[config.mk]
export PLATFORM = sky130hd
export DESIGN_NAME = booth_mult_pipe_param
export DESIGN_NICKNAME = d
export VERILOG_FILES = /design/src/rtl/booth_mult_pipe_param.sv
export SDC_FILE = /design/constraint.sdc
export NUM_CORES = 1
export LEC_CHECK = 0
export ABC_CLOCK_PERIOD_IN_PS = 6300
export CORE_MARGIN = 5
export CORE_UTILIZATION = 42
export CTS_CLUSTER_DIAMETER = 50
export CTS_CLUSTER_SIZE = 24
export DETAILED_ROUTE_END_ITERATION = 6
export REMOVE_ABC_BUFFERS = 1
export SYNTH_ARGS = -nofsm -noshare
export SYNTH_HDL_FRONTEND = slang
export SYNTH_SLANG_ARGS = --single-unit
[constraint.sdc]
create_clock -name clk -period 6.3 [get_ports clk]
set_input_delay 1.575 -clock clk [delete_from_list [all_inputs] [get_ports clk]]
set_output_delay 1.575 -clock clk [all_outputs]
set_load 0.01 [all_outputs]
[src/rtl/booth_mult_pipe_param.sv]
`default_nettype none
// +----------------------------------------------------------------------------+
// | Module      : booth_mult_pipe_param                                        |
// | Description : Pipelined radix-4 Modified Booth multiplier with valid/ready |
// |               handshake, per-transaction signed/unsigned selection and a   |
// |               global-stall pipeline of 1..3 register stages.               |
// |               Optional macro BOOTH_MAC_EN turns out_prod into an           |
// |               accumulator (out_prod += product, cleared by in_acc_clr).    |
// | Revision    : 1.0 - initial release                                        |
// +----------------------------------------------------------------------------+
module booth_mult_pipe_param #(
  parameter int WIDTH  = 16,
  parameter int STAGES = 3
) (
  input  logic                 clk,
  input  logic                 rst,
  input  logic                 in_valid,
  output logic                 in_ready,
  input  logic [WIDTH-1:0]     in_a,
  input  logic [WIDTH-1:0]     in_b,
  input  logic                 in_signed,
  input  logic                 in_acc_clr,
  output logic                 out_valid,
  input  logic                 out_ready,
  output logic [2*WIDTH-1:0]   out_prod,
  output logic                 out_zero
);

  localparam int c_pw = 2 * WIDTH;      // product width
  localparam int c_ew = WIDTH + 2;      // extended multiplier width
  localparam int c_ng = WIDTH / 2 + 1;  // Booth groups
  localparam int c_nr = c_ng + 1;       // partial-product rows plus the +1 correction row

  // Global stall: every stage moves together whenever the output slot can move.
  logic w_adv;
  logic w_accept;
  assign w_adv    = !out_valid | out_ready;
  assign in_ready = w_adv;
  assign w_accept = in_valid & w_adv;

  // Stage-1 logic: operand extension, Booth recoding and partial products.
  logic [c_pw-1:0]            w_a_ext;
  logic [c_ew:0]              w_b_pad;
  logic                       w_zero_in;
  logic [c_nr-1:0][c_pw-1:0]  w_pp;

  // Build one shifted row per Booth digit; negatives use ~x here and a +1 in the last row.
  always_comb begin
    w_a_ext   = {{(c_pw-WIDTH){in_signed & in_a[WIDTH-1]}}, in_a};
    w_b_pad   = {{2{in_signed & in_b[WIDTH-1]}}, in_b, 1'b0};
    w_zero_in = (in_a == '0) | (in_b == '0);
    w_pp      = '0;
    for (int i = 0; i < c_ng; i++) begin
      logic [2:0]      v_trip;
      logic            v_neg;
      logic            v_one;
      logic            v_two;
      logic [c_pw-1:0] v_mag;
      v_trip = w_b_pad[2*i +: 3];
      v_neg  = v_trip[2] & ~(v_trip[1] & v_trip[0]);
      v_one  = v_trip[1] ^ v_trip[0];
      v_two  = (v_trip == 3'b011) | (v_trip == 3'b100);
      v_mag  = v_one ? w_a_ext : (v_two ? (w_a_ext << 1) : '0);
      w_pp[i] = (v_neg ? ~v_mag : v_mag) << (2 * i);
      w_pp[c_nr-1][2*i] = v_neg;
    end
    // A zero operand keeps every row quiet and yields a zero product.
    if (w_zero_in) begin
      w_pp = '0;
    end
  end

  // Signals entering the reduction stage (registered or straight through).
  logic [c_nr-1:0][c_pw-1:0]  w_s2_pp;
  logic                       w_s2_valid;
  logic                       w_s2_zero;
  logic                       w_s2_clr;

  if (STAGES >= 2) begin : g_s1_reg
    logic [c_nr-1:0][c_pw-1:0] r_pp;
    logic                      r_valid;
    logic                      r_zero;
    logic                      r_clr;

    // Stage-1 valid bit shifts on every advance.
    always_ff @(posedge clk or posedge rst) begin
      if (rst) begin
        r_valid <= 1'b0;
      end else if (w_adv) begin
        r_valid <= w_accept;
      end
    end

    // Stage-1 data loads only for a real transaction.
    always_ff @(posedge clk) begin
      if (w_adv & w_accept) begin
        r_pp   <= w_pp;
        r_zero <= w_zero_in;
        r_clr  <= in_acc_clr;
      end
    end

    assign w_s2_pp    = r_pp;
    assign w_s2_valid = r_valid;
    assign w_s2_zero  = r_zero;
    assign w_s2_clr   = r_clr;
  end else begin : g_s1_bypass
    assign w_s2_pp    = w_pp;
    assign w_s2_valid = w_accept;
    assign w_s2_zero  = w_zero_in;
    assign w_s2_clr   = in_acc_clr;
  end

  // Carry-save reduction of all rows to one sum/carry pair.
  logic [c_pw-1:0] w_csa_sum;
  logic [c_pw-1:0] w_csa_carry;

  // Each 3:2 compressor folds one more row into the running sum/carry pair.
  always_comb begin
    w_csa_sum   = w_s2_pp[0];
    w_csa_carry = w_s2_pp[1];
    for (int k = 2; k < c_nr; k++) begin
      logic [c_pw-1:0] v_x;
      logic [c_pw-1:0] v_t;
      v_x         = w_s2_pp[k];
      v_t         = w_csa_sum ^ w_csa_carry ^ v_x;
      w_csa_carry = ((w_csa_sum & w_csa_carry) | (w_csa_sum & v_x) | (w_csa_carry & v_x)) << 1;
      w_csa_sum   = v_t;
    end
  end

  // Signals entering the final adder stage.
  logic [c_pw-1:0] w_s3_sum;
  logic [c_pw-1:0] w_s3_carry;
  logic            w_s3_valid;
  logic            w_s3_zero;
  logic            w_s3_clr;

  if (STAGES >= 3) begin : g_s2_reg
    logic [c_pw-1:0] r_sum;
    logic [c_pw-1:0] r_carry;
    logic            r_valid;
    logic            r_zero;
    logic            r_clr;

    // Stage-2 valid bit shifts on every advance.
    always_ff @(posedge clk or posedge rst) begin
      if (rst) begin
        r_valid <= 1'b0;
      end else if (w_adv) begin
        r_valid <= w_s2_valid;
      end
    end

    // Stage-2 data loads only for a real transaction.
    always_ff @(posedge clk) begin
      if (w_adv & w_s2_valid) begin
        r_sum   <= w_csa_sum;
        r_carry <= w_csa_carry;
        r_zero  <= w_s2_zero;
        r_clr   <= w_s2_clr;
      end
    end

    assign w_s3_sum   = r_sum;
    assign w_s3_carry = r_carry;
    assign w_s3_valid = r_valid;
    assign w_s3_zero  = r_zero;
    assign w_s3_clr   = r_clr;
  end else begin : g_s2_bypass
    assign w_s3_sum   = w_csa_sum;
    assign w_s3_carry = w_csa_carry;
    assign w_s3_valid = w_s2_valid;
    assign w_s3_zero  = w_s2_zero;
    assign w_s3_clr   = w_s2_clr;
  end

  // Final carry-propagate add.
  logic [c_pw-1:0] w_prod;
  assign w_prod = w_s3_sum + w_s3_carry;

`ifndef BOOTH_MAC_EN
  // Accumulate-clear only matters for the accumulator build.
  logic w_unused_acc_clr;
  assign w_unused_acc_clr = w_s3_clr;
`endif

  // Output stage: bubbles drop out_valid but leave product and flag untouched.
  always_ff @(posedge clk or posedge rst) begin
    if (rst) begin
      out_valid <= 1'b0;
      out_prod  <= '0;
      out_zero  <= 1'b0;
    end else if (w_adv) begin
      out_valid <= w_s3_valid;
      if (w_s3_valid) begin
        out_zero <= w_s3_zero;
`ifdef BOOTH_MAC_EN
        out_prod <= w_prod + (w_s3_clr ? '0 : out_prod);
`else
        out_prod <= w_prod;
`endif
      end
    end
  end

endmodule
`default_nettype wire

After elaboration in Yosys (flattened, before gate mapping) --
Cells that the tools add are included.
Storage, ports and cells: flip-flop bits (word level) 398, input bits 38, output and inout bits 35, logic and storage cells 188
Cells by class: $add $sub $neg 1, eq/ne operators 17, multiplexer cells 27, bitwise gates (word level) 112, reductions and logical operators 4
Operators by type and width (number):
- 31-bit AND | 24
- 31-bit OR | 16
- 32-bit XOR | 15
- 32-bit two-way mux | 3
- 30-bit two-way mux | 3
- 28-bit two-way mux | 3
- 26-bit two-way mux | 3
- 24-bit two-way mux | 3
- 22-bit two-way mux | 3
- 20-bit two-way mux | 3
- 18-bit two-way mux | 3
- 16-bit two-way mux | 3
- 32-bit adder | 1
- 16-bit zero test | 2
- 32-bit NOT | 1
- 32-bit by 17-bit XOR with 32-bit output | 1
- 30-bit NOT | 1
- 28-bit NOT | 1
- 26-bit NOT | 1
- 3-bit by 2-bit == test with 1-bit output, second input constant | 8
- 3-bit == test, second input constant | 8
- 24-bit NOT | 1
- 22-bit NOT | 1
- 1-bit AND | 21
- 9 further kinds | 32

Longest topological paths before layout --
Gate-level depths: netlist (run 1).
depth after elaboration 24, gate-level depth with buffers 12, depth with buffers taken out 12

Worst setup path after synthesis (run 1) --
No wires, ideal clock.
path type input to register, start input out_ready, end register g_s1_reg.r_pp[0] (netlist bit) (enable), setup time 550 ps, arrival time 5878 ps, required time 5750 ps, slack -128 ps, stages 3, path buffers 1, cell sequence nand2b_1 > clkbuf_1 > and2_1
Between the ends: word-level cells in the longest chain between the ends 3
RTL lines:
- start: declaration | line 24 | input logic out_ready,
- 1-bit OR | line 37 | assign w_adv = !out_valid | out_ready;
- net in_ready | line 18 | output logic in_ready,
- 1-bit AND | line 39 | assign w_accept = in_valid & w_adv;
- net w_accept | line 36 | logic w_accept;
- 1-bit AND | line 96 | if (w_adv & w_accept) begin
- end signal: assignment | line 97 | r_pp <= w_pp;
- end: declaration | line 80 | logic [c_nr-1:0][c_pw-1:0] r_pp;
The timed path passes the listed nets, and every way through them passes these cells. A chain may end at the register's enable or synchronous reset.

Worst setup path in the final report (run 1) --
start register g_s1_reg.r_pp[30] (netlist bit), end register g_s2_reg.r_sum[31] (data pin)
Between the ends: word-level cells in the longest chain between the ends 17, elaborated cells on any way between the ends 44, classes of those cells 44 x bitwise
RTL lines:
- 31-bit AND or 32-bit XOR (tied branches) | line 127, 126
- 31-bit OR or 32-bit XOR (tied branches) | line 127, 126
- 31-bit OR, or another cell as far along | line 127 | w_csa_carry = ((w_csa_sum & w_csa_carry) | (w_csa_sum & v_x) | (w_csa_carry & v_x)) << 1;
- 32-bit XOR or 31-bit OR (tied branches) | line 126, 127
- 32-bit XOR, or another cell as far along | line 126 | v_t = w_csa_sum ^ w_csa_carry ^ v_x;
- 32-bit XOR or 31-bit OR (tied branches) | line 126, 127
- 32-bit XOR, or another cell as far along | line 126
- 32-bit XOR or 31-bit OR (tied branches) | line 126, 127
- 32-bit XOR, or another cell as far along | line 126
- 32-bit XOR or 31-bit OR (tied branches) | line 126, 127
- 32-bit XOR, or another cell as far along | line 126
- 32-bit XOR or 31-bit OR (tied branches) | line 126, 127
- 32-bit XOR, or another cell as far along | line 126
- 32-bit XOR or 31-bit OR (tied branches) (2 in a row) | line 126, 127
- 32-bit XOR (*) | line 126
- 32-bit by 17-bit XOR with 32-bit output (*) | line 126
- net w_csa_sum[31] | line 115 | logic [c_pw-1:0] w_csa_sum;
- end signal: assignment | line 158 | r_sum <= w_csa_sum;
- end: declaration | line 140 | logic [c_pw-1:0] r_sum;
Mark *: on every way through the listed nets, which the timed path passes. The rest lies on a longest branch.

==> summary by stage, run 1 <==
Worst setup path
The worst setup path is captured at a flip-flop. In this run the worst path has a maximum fanout of 5. The data arrival time of the critical path is approximately 5.3 ns. The highest-delay cell along the critical path is sky130_fd_sc_hd__fa_1.

Walking the worst path, the cells encountered are fa_1 > fa_1 > fa_1 > fa_1 > fa_1 > fa_1 > inv_1 > fa_1 > xor2_1 > xnor2_1 > xnor2_1. Together, buffers and inverters on the worst path number 1. For this run, the slowest stage of the critical path takes roughly 0.7 ns. The kind of start point of the critical path is a flip-flop. The most used cell along the critical path is sky130_fd_sc_hd__fa_1. The worst register-to-register path begins at g_s1_reg.r_pp[30]. The data required time of the critical path is about 6.6 ns.

The category of the critical setup timing path is reg2reg. The launching element of the worst setup path is g_s1_reg.r_pp[30]. The cell type group with the largest total delay on the critical path is adder cells.

Timing
In the finished design, the share of the clock period the worst path needs comes to 0.804. The slew at the pin with the worst max-slew slack is 1.41 ns. The number of slew-limit violations in the final report is 0. Setup repair after global routing left no endpoint under its margin. The final hold violation count is 0. The post-route clock skew is between 0.03 and 0.04 ns. Setup violations remaining at the end of the flow were counted as 0. The worst max-slew margin expressed relative to the limit is 0.0563. Static timing analysis puts the maximum clock frequency at 197 MHz.

After layout, the minimum clock period comes to 5.07 ns. Once routing completed, OpenROAD measured the worst setup slack at 1.23 ns.

Die
In this run the core area contains 74 standard-cell rows. The initial core utilization is 0.425. The die covers 45600 um^2. The floorplan step set the die height to approximately 210 um. After floorplanning, the core was sized to cover 40900 um^2.

The overall die width is roughly 210 um. During I/O placement, the number of pins put on the boundary was 73.

Place
At the end of routability-driven placement, the weighted congestion stood at 0.813. The count of input and output buffers is 71. The cell area after placement is roughly 19000 um^2. OpenSTA, run right after detailed placement, puts the worst setup slack at ~1.2 ns. The HPWL after detailed placement is 26800 um.

Run status
The flow ran to the end, and the final reports show no timing, DRC or antenna violations.

Global routing
Global routing finished with a remaining overflow of 0. The first global-routing pass estimated roughly 63000 um of wire. The initial antenna violation count is 1. Across every metal layer, demand over resource in global routing totals 0.170.

The via count of the first global-routing pass is between 10000 and 15000. The maximum number of pins on one net before global-route repair is 89.

Cells and area
Relative to the synthesized area, the layout overhead comes to 14.5%. After routing the design area is between 15000 and 20000 um^2. The layout net count is 1821. In the final layout, the share of cells above drive strength 1 is 0.0750.

Synth
In this run, synthesis inferred 230 flip-flops with an integrated enable. The share of flip-flops with an asynchronous set or reset after synthesis is 0.135. The post-synth design cell area is between 15000 and 20000 um^2. The synthesized netlist contains 57 unique library cells. The simple-gate share of the synthesized area is 0.0920. The post-synthesis share of cell area spent on xor and xnor gates is 0.0781. Of the total synthesized cell area, the portion taken by full adders, half adders and majority gates is 0.217.

In the synthesized netlist, the number of instances is ~1500. For this run, the number of Yosys warnings is 0. After synthesis, the largest family of logic cells by area is adder cells. The most used flip-flop cell after synthesis is sky130_fd_sc_hd__edfxtp_1. For this run, the register share of the synthesized area comes to 0.449. The synthesized area divided by synthesized cell count is between 10 and 15 um^2. After synthesis, the share of cell area in mux cells is 0.00792. The compound-cell area share of the yosys netlist is 0.107. The total of flip-flops plus latches after synthesis is around 270.

Clock tree
The number of cells upsized or downsized after cts is 0. In this run the post-CTS setup repair buffer count came out at 0. The H-tree depth is 2. The clock tree from TritonCTS is done. The CTS root buffer is sky130_fd_sc_hd__clkbuf_16. Hold repair after CTS inserted 0 buffers.

The clock tree buffer depth is 3. Clock tree synthesis found a total of around 270 sinks. After clock tree synthesis, the clock-pin slew on the worst setup and hold paths is 0.08 ns. The latest clock arrival within the worst-skew pair is 0.54 ns. The total CTS buffers is 37.

Drt
Dividing the detail-routed wire length by the instance count gives around 18 um. After the first detailed-routing iteration, the DRC count stood at ~820. After detailed routing, the number of vias per cell comes to 5.28. The total via count after detailed routing is 11200. The final antenna-violating net count is 0. The post-detailed-route DRC marker count is 0. Summed over all layers, the routed wires come to around 38000 um. The first detailed-routing pass ran for 5 iterations.

Worst hold path
In this run the most critical hold path is launched from g_s1_reg.r_pp[1]. The path category of the worst min-delay check is reg2reg.

Pwr
The leakage power of the design is 7.97 nW. For this design the ratio of total power to cell area is 603 nW/um^2. Across the VDD grid, the largest voltage drop is about 330 uV.

Run
The number of max-capacitance violations reported is 0.
[cells in the final DEF (no fill, tap or decap), types with 4 or more instances in the layout]
cell type and count:
sky130_fd_sc_hd__o21ai_1 8, sky130_fd_sc_hd__a22oi_1 107, sky130_fd_sc_hd__a21o_1 10, sky130_fd_sc_hd__nor4_1 9, sky130_fd_sc_hd__a31o_2 4, sky130_fd_sc_hd__nand3_1 19, sky130_fd_sc_hd__mux2_2 6, sky130_fd_sc_hd__nor3_1 22
sky130_fd_sc_hd__mux2i_1 7, sky130_fd_sc_hd__or3_1 6, sky130_fd_sc_hd__fa_1 126, sky130_fd_sc_hd__a211oi_1 6, sky130_fd_sc_hd__nand2b_1 10, sky130_fd_sc_hd__inv_1 115, sky130_fd_sc_hd__nand2_1 76, sky130_fd_sc_hd__nand4_1 10
sky130_fd_sc_hd__o2111ai_1 4, sky130_fd_sc_hd__buf_4 30, sky130_fd_sc_hd__a31oi_1 5, sky130_fd_sc_hd__clkbuf_16 39, sky130_fd_sc_hd__clkinv_2 6, sky130_fd_sc_hd__dfrtp_1 36, sky130_fd_sc_hd__and3_1 5, sky130_fd_sc_hd__a21oi_1 59
sky130_fd_sc_hd__nor2_1 171, sky130_fd_sc_hd__clkinv_1 4, sky130_fd_sc_hd__xor2_1 75, sky130_fd_sc_hd__o21ai_0 46, sky130_fd_sc_hd__clkdlybuf4s50_1 71, sky130_fd_sc_hd__edfxtp_1 230, sky130_fd_sc_hd__and2_1 20, sky130_fd_sc_hd__ha_1 100
sky130_fd_sc_hd__xnor2_1 80
[cell families (layout without fill, tap and decap cells)]
group | Yosys count | after routing
and+or+nand+nor | 362 | 362
DFF | 266 | 266
other | 1 | 2
buffers and inverters | 223 | 287
xor gates and xnor gates | 155 | 155
adders and majority gates | 226 | 226
AOI/OAI and AO/OA | 276 | 276
muxes | 13 | 13
[cell type report]
type                       instances  area (um^2)
fill                            3652        21000
multi-input combinational       1033         8740
sequential                       266         7810
clock buffer                      42          987
timing repair buffer             103          976
tap                              532          666
inverter                         116          435
clock inverter                    26          293
antenna                            1         2.50
[metrics by stage]
| stage | instances | util | hold WS, ns | setup TNS, ns | total power, mW |
|---|---|---|---|---|---|
| 6_report | 2119 | 0.486 | 0.426 | 0 | 12.0 |
| 5_1_grt | 2118 | 0.486 | 0.447 | 0 | 13.4 |
| 4_1_cts | 2118 | 0.486 | 0.428 | 0 | 12.2 |
| 3_5_place_dp | 2050 | 0.455 | 0.413 | 0 | 9.94 |
| 3_3_place_gp | 2050 | 0.455 | 0.409 | 0 | 9.82 |
| 2_1_floorplan | 1415 | - | 0.400 | -4.49 | 7.81 |
[worst reg2reg max path, stage by stage (launching register included)]
cell                       delay [ns]
sky130_fd_sc_hd__edfxtp_1        0.55
sky130_fd_sc_hd__fa_1            0.69
sky130_fd_sc_hd__fa_1            0.51
sky130_fd_sc_hd__fa_1            0.54
sky130_fd_sc_hd__fa_1            0.61
sky130_fd_sc_hd__fa_1            0.52
sky130_fd_sc_hd__fa_1            0.52
sky130_fd_sc_hd__inv_1           0.05
sky130_fd_sc_hd__fa_1            0.37
sky130_fd_sc_hd__xor2_1          0.16
sky130_fd_sc_hd__xnor2_1         0.19
sky130_fd_sc_hd__xnor2_1         0.09
[registers in the layout, summed over array words and instances, names as in the netlist]
signal	flops
g_s2_reg.r_carry	27
g_s1_reg.r_zero	1
out_valid	1
g_s2_reg.r_valid	1
g_s1_reg.r_valid	1
g_s1_reg.r_pp	169
out_zero	1
g_s2_reg.r_sum	32
g_s2_reg.r_zero	1
out_prod	32
[final timing paths]
check | end | slack [ns] | cells after the start
worst max-delay path | g_s2_reg.r_sum[31] | 1.23 | 11
worst min-delay path | g_s2_reg.r_sum[1] | 0.43 | 0
worst max register to register | g_s2_reg.r_sum[31] | 1.23 | 11
worst min register to register | g_s2_reg.r_sum[1] | 0.43 | 0
max in group asynchronous | out_prod[12] | 4.50 | 3
min in group asynchronous | out_prod[15] | 1.46 | 3
[routing by layer]
metal	wire length [um]	track usage
met3	2210	0.0301
met5	0	0
met1	18000	0.252
met4	808	0.0430
met2	17200	0.262
[report_power, final]
group | switching (mW) | internal (mW) | leakage (nW)
clock | 0.872 | 1.26 | 0.621
sequential | 0.199 | 2.94 | 2.66
combinational | 3.75 | 2.97 | 4.69
total | 4.82 | 7.17 | 7.97
[Yosys cell counts, types with 12 or more instances]
library cell | n | share of area
sky130_fd_sc_hd__a21oi_1 | 59 | 0.017
sky130_fd_sc_hd__a22oi_1 | 107 | 0.046
sky130_fd_sc_hd__and2_1 | 22 | 0.0079
sky130_fd_sc_hd__buf_1 | 12 | 0.0026
sky130_fd_sc_hd__clkbuf_1 | 85 | 0.018
sky130_fd_sc_hd__dfrtp_1 | 36 | 0.052
sky130_fd_sc_hd__edfxtp_1 | 230 | 0.40
sky130_fd_sc_hd__fa_1 | 126 | 0.15
sky130_fd_sc_hd__ha_1 | 100 | 0.072
sky130_fd_sc_hd__inv_1 | 115 | 0.025
sky130_fd_sc_hd__nand2_1 | 78 | 0.017
sky130_fd_sc_hd__nand3_1 | 19 | 0.0055
sky130_fd_sc_hd__nor2_1 | 171 | 0.037
sky130_fd_sc_hd__nor3_1 | 22 | 0.0063
sky130_fd_sc_hd__o21ai_0 | 46 | 0.013
sky130_fd_sc_hd__xnor2_1 | 80 | 0.040
sky130_fd_sc_hd__xor2_1 | 75 | 0.038
Power figures use the tool's default switching activity.
==> run 2, diff against run 1 <==
- ABC_CLOCK_PERIOD_IN_PS: 6300 -> 4900
- clock period: 6.3 -> 4.9 ns (I/O delays scaled with it)
==> run 2 against run 1 <==
  * Clock skew shrank 0.016 ns
  * Highest routed layer unchanged
  * Combinational power up 29%
  * Clock power is 22% higher
  * Total power grew 28%
  * Global-route usage grew 0.22 points
  * Cell count up 0.38%
  * Sequential share of layout area decreased by 0.071 points
  * Die area unchanged
==> summary by stage, run 2 (synthesis gave the netlist of run 1 again) <==
Worst setup path
The highest fanout seen on the critical path was 2 (-3). The category of the critical setup timing path is reg2reg. The data arrival time of the critical path was 5.00 ns (-0.33 ns). The buffers plus inverters on the worst setup path was 3 (+2). The critical path's largest stage delay is 0.58 ns (-0.11 ns). The most used cell along the critical path is sky130_fd_sc_hd__fa_1. The cell type group with the largest total delay on the critical path is adder cells.

The critical path goes through fa_1 > fa_1 > fa_1 > buf_4 > fa_1 > fa_1 > fa_1 > inv_1 > fa_1 > inv_1 > ha_1. Tracing the worst setup path back leads to its startpoint at g_s1_reg.r_pp[30]. The kind of start point of the critical path is a flip-flop.

The data required time of the critical path is 5.16 ns (-1.40 ns). The slowest stage of the critical path is the sky130_fd_sc_hd__fa_1 cell. In this run the critical register-to-register path is launched from g_s1_reg.r_pp[30]. STA classifies the critical path endpoint as a flip-flop.

Timing
Setup repair after global routing left no endpoint under its margin. The post-route clock skew is 0.0144 ns (-0.0161 ns). The hold slack is 0.422 ns (-0.00414 ns). The timing-limited maximum frequency is 211 MHz (+7.0%). The slew at the pin with the worst max-slew slack came to 1.31 ns (-0.101 ns). The worst max-slew margin expressed relative to the limit is 0.127 (+0.0706). The final setup violation count is 0 (unchanged). The share of the clock period used by the worst path is 0.966 (+0.162). The clock period minus final worst setup slack was 4.74 ns (-0.332 ns). The number of slew-limit violations in the final report is 0 (unchanged).

The final hold violation count is 0 (unchanged).

Clock tree
The latest clock arrival within the worst-skew pair is 0.52 ns (-0.02 ns). The clock tree buffer depth was 3 (unchanged). The root buffer cell chosen for the clock tree is sky130_fd_sc_hd__clkbuf_16. The buffers inserted during post-CTS setup optimization is 0 (unchanged).

The number of cells upsized or downsized after cts is 0 (unchanged). The H-tree depth is 2 (unchanged). The clock tree from TritonCTS is done. The total CTS buffers came to 34 (-8.1%). The number of hold buffers added after CTS is 0 (unchanged). The clock-pin slew on the worst setup and hold paths was 0.06 ns (-0.02 ns).

The number of clock sinks came to 266 (unchanged).

Cells and area
The library cells used most frequently in the layout, excluding fill and tap cells, are sky130_fd_sc_hd__edfxtp_1 (230), sky130_fd_sc_hd__nor2_1 (171), sky130_fd_sc_hd__fa_1 (126). The flip-flop count of the largest register, all copies and words added is 169 (unchanged). The signed area change from the synthesized netlist to the final layout is 14.7%. The register with the most flip-flops is g_s1_reg.r_pp.

The final core area utilization is 0.487 (+0.000886). The share of post-route cells with drive strength above 1 is 0.0816 (+0.00652). The library cell used most frequently in the layout, excluding fill and tap cells, is sky130_fd_sc_hd__edfxtp_1. The number of standard cells in the final layout excluding fillers was 2127 (+0.38%). The layout net count is 1832 (+0.60%). The largest registers in the layout are g_s1_reg.r_pp x169, g_s2_reg.r_sum x32, out_prod x32.

Drt
The mean number of vias per cell is 5.28 (about the same). The total via count after detailed routing is 11200 (+0.38%). The post-detailed-route DRC marker count is 0 (unchanged). The wire length reported by the detailed router is 38600 um (+1.1%). The first-pass iteration count of the detailed router is 7 (+2). The starting DRC count in detailed routing is 765 (-6.4%). The wire length per cell was 18.2 um (+0.73%).

The final antenna-violating net count came to 0 (unchanged).

Worst hold path
The beginning of the worst hold path is g_s1_reg.r_pp[1]. The path category of the worst min-delay check is reg2reg.

Pwr
The maximum ir drop on the vdd rail is 367 uV (+11%). The leakage power of the design is 8.00 nW (+0.42%). The power density of the placed cells is 768 nW/um^2 (+27%).

Die
The standard-cell row count was 74 (unchanged). The die footprint is 45600 um^2 (unchanged). The number of top-level design ports is 73 (unchanged).

The vertical die dimension is 213 um (unchanged). The initial core utilization is 0.425 (unchanged). The area of the core is 40900 um^2 (unchanged). The overall die width was 213 um (unchanged).

Place
The count of input and output buffers is 71 (unchanged). The cell count after placement is 2064 (+0.68%). The global placement routability congestion was 0.800 (-1.6%). The HPWL after detailed placement is 27500 um (+2.5%).

Global routing
The initial antenna violation count is 2 (+1). The overall fraction of global-route tracks in use is 0.172 (+0.00217). The maximum number of pins on one net before global-route repair is 91 (+2.2%). The global-route wire length before repair is 63400 um (+1.4%).

The via count of the first global-routing pass is 11600 (+1.8%). The leftover overflow at the end of global routing is 0 (unchanged).

Run
The number of max-capacitance violations reported is 0 (unchanged).

Run status
The run finished with clean final reports.
[run 2: cell count changes in the layout (fill, tap and decap cells not counted), sizes merged]
| cell | change |
|---|---|
| clkinv | -2 |
| bufinv | +1 |
| inv | -2 |
| buf | +14 |
| clkbuf | -3 |
[run 2: final timing paths]
| check | end | slack (ns) | cells past startpoint |
|---|---|---|---|
| worst max-delay path | g_s2_reg.r_sum[26] | 0.16 | 11 |
| worst max register to register | g_s2_reg.r_sum[26] | 0.16 | 11 |
| max in group asynchronous | out_prod[14] | 3.45 | 3 |
| worst min-delay path | g_s2_reg.r_sum[1] | 0.42 | 0 |
| min in group asynchronous | out_valid | 1.12 | 3 |
| worst min register to register | g_s2_reg.r_sum[1] | 0.42 | 0 |
[run 2: cell type report]
type                    instances  area (um^2)
clock inverters                23          253
flip-flops and latches        266         7810
well taps                     532          666
repair buffers                117         1110
inverters                     116          435
clock buffers                  39          933
diodes                          1         2.50
multi-input cells            1033         8740
fillers                      3732        21000
[run 2: stage by stage]
stage                     setup slack (ns)  cell area [um^2]  setup TNS, ns  total power [mW]
after floorplan                      -1.08             17000        -182.99              10.0
after global placement               0.199             18800              0              12.6
after detailed placement             0.146             18800              0              12.9
after CTS                            0.146             19900              0              15.6
after global routing                0.0135             19900              0              17.1
final                                0.165             19900              0              15.3
[run 2: layer usage]
layer,GRT usage,part of all wire,vias to the layer above
met1,0.250,0.46,5496
met2,0.273,0.47,305
met5,0,0,-
met4,0.0476,0.023,0
li1,-,-,5368
met3,0.0265,0.053,63
[run 2: power by group]
group | switching (mW) | internal [mW] | leakage [nW]
Combinational | 4.84 | 3.85 | 4.76
Sequential | 0.250 | 3.78 | 2.66
Clock | 1.04 | 1.56 | 0.577
Total | 6.12 | 9.19 | 8.00
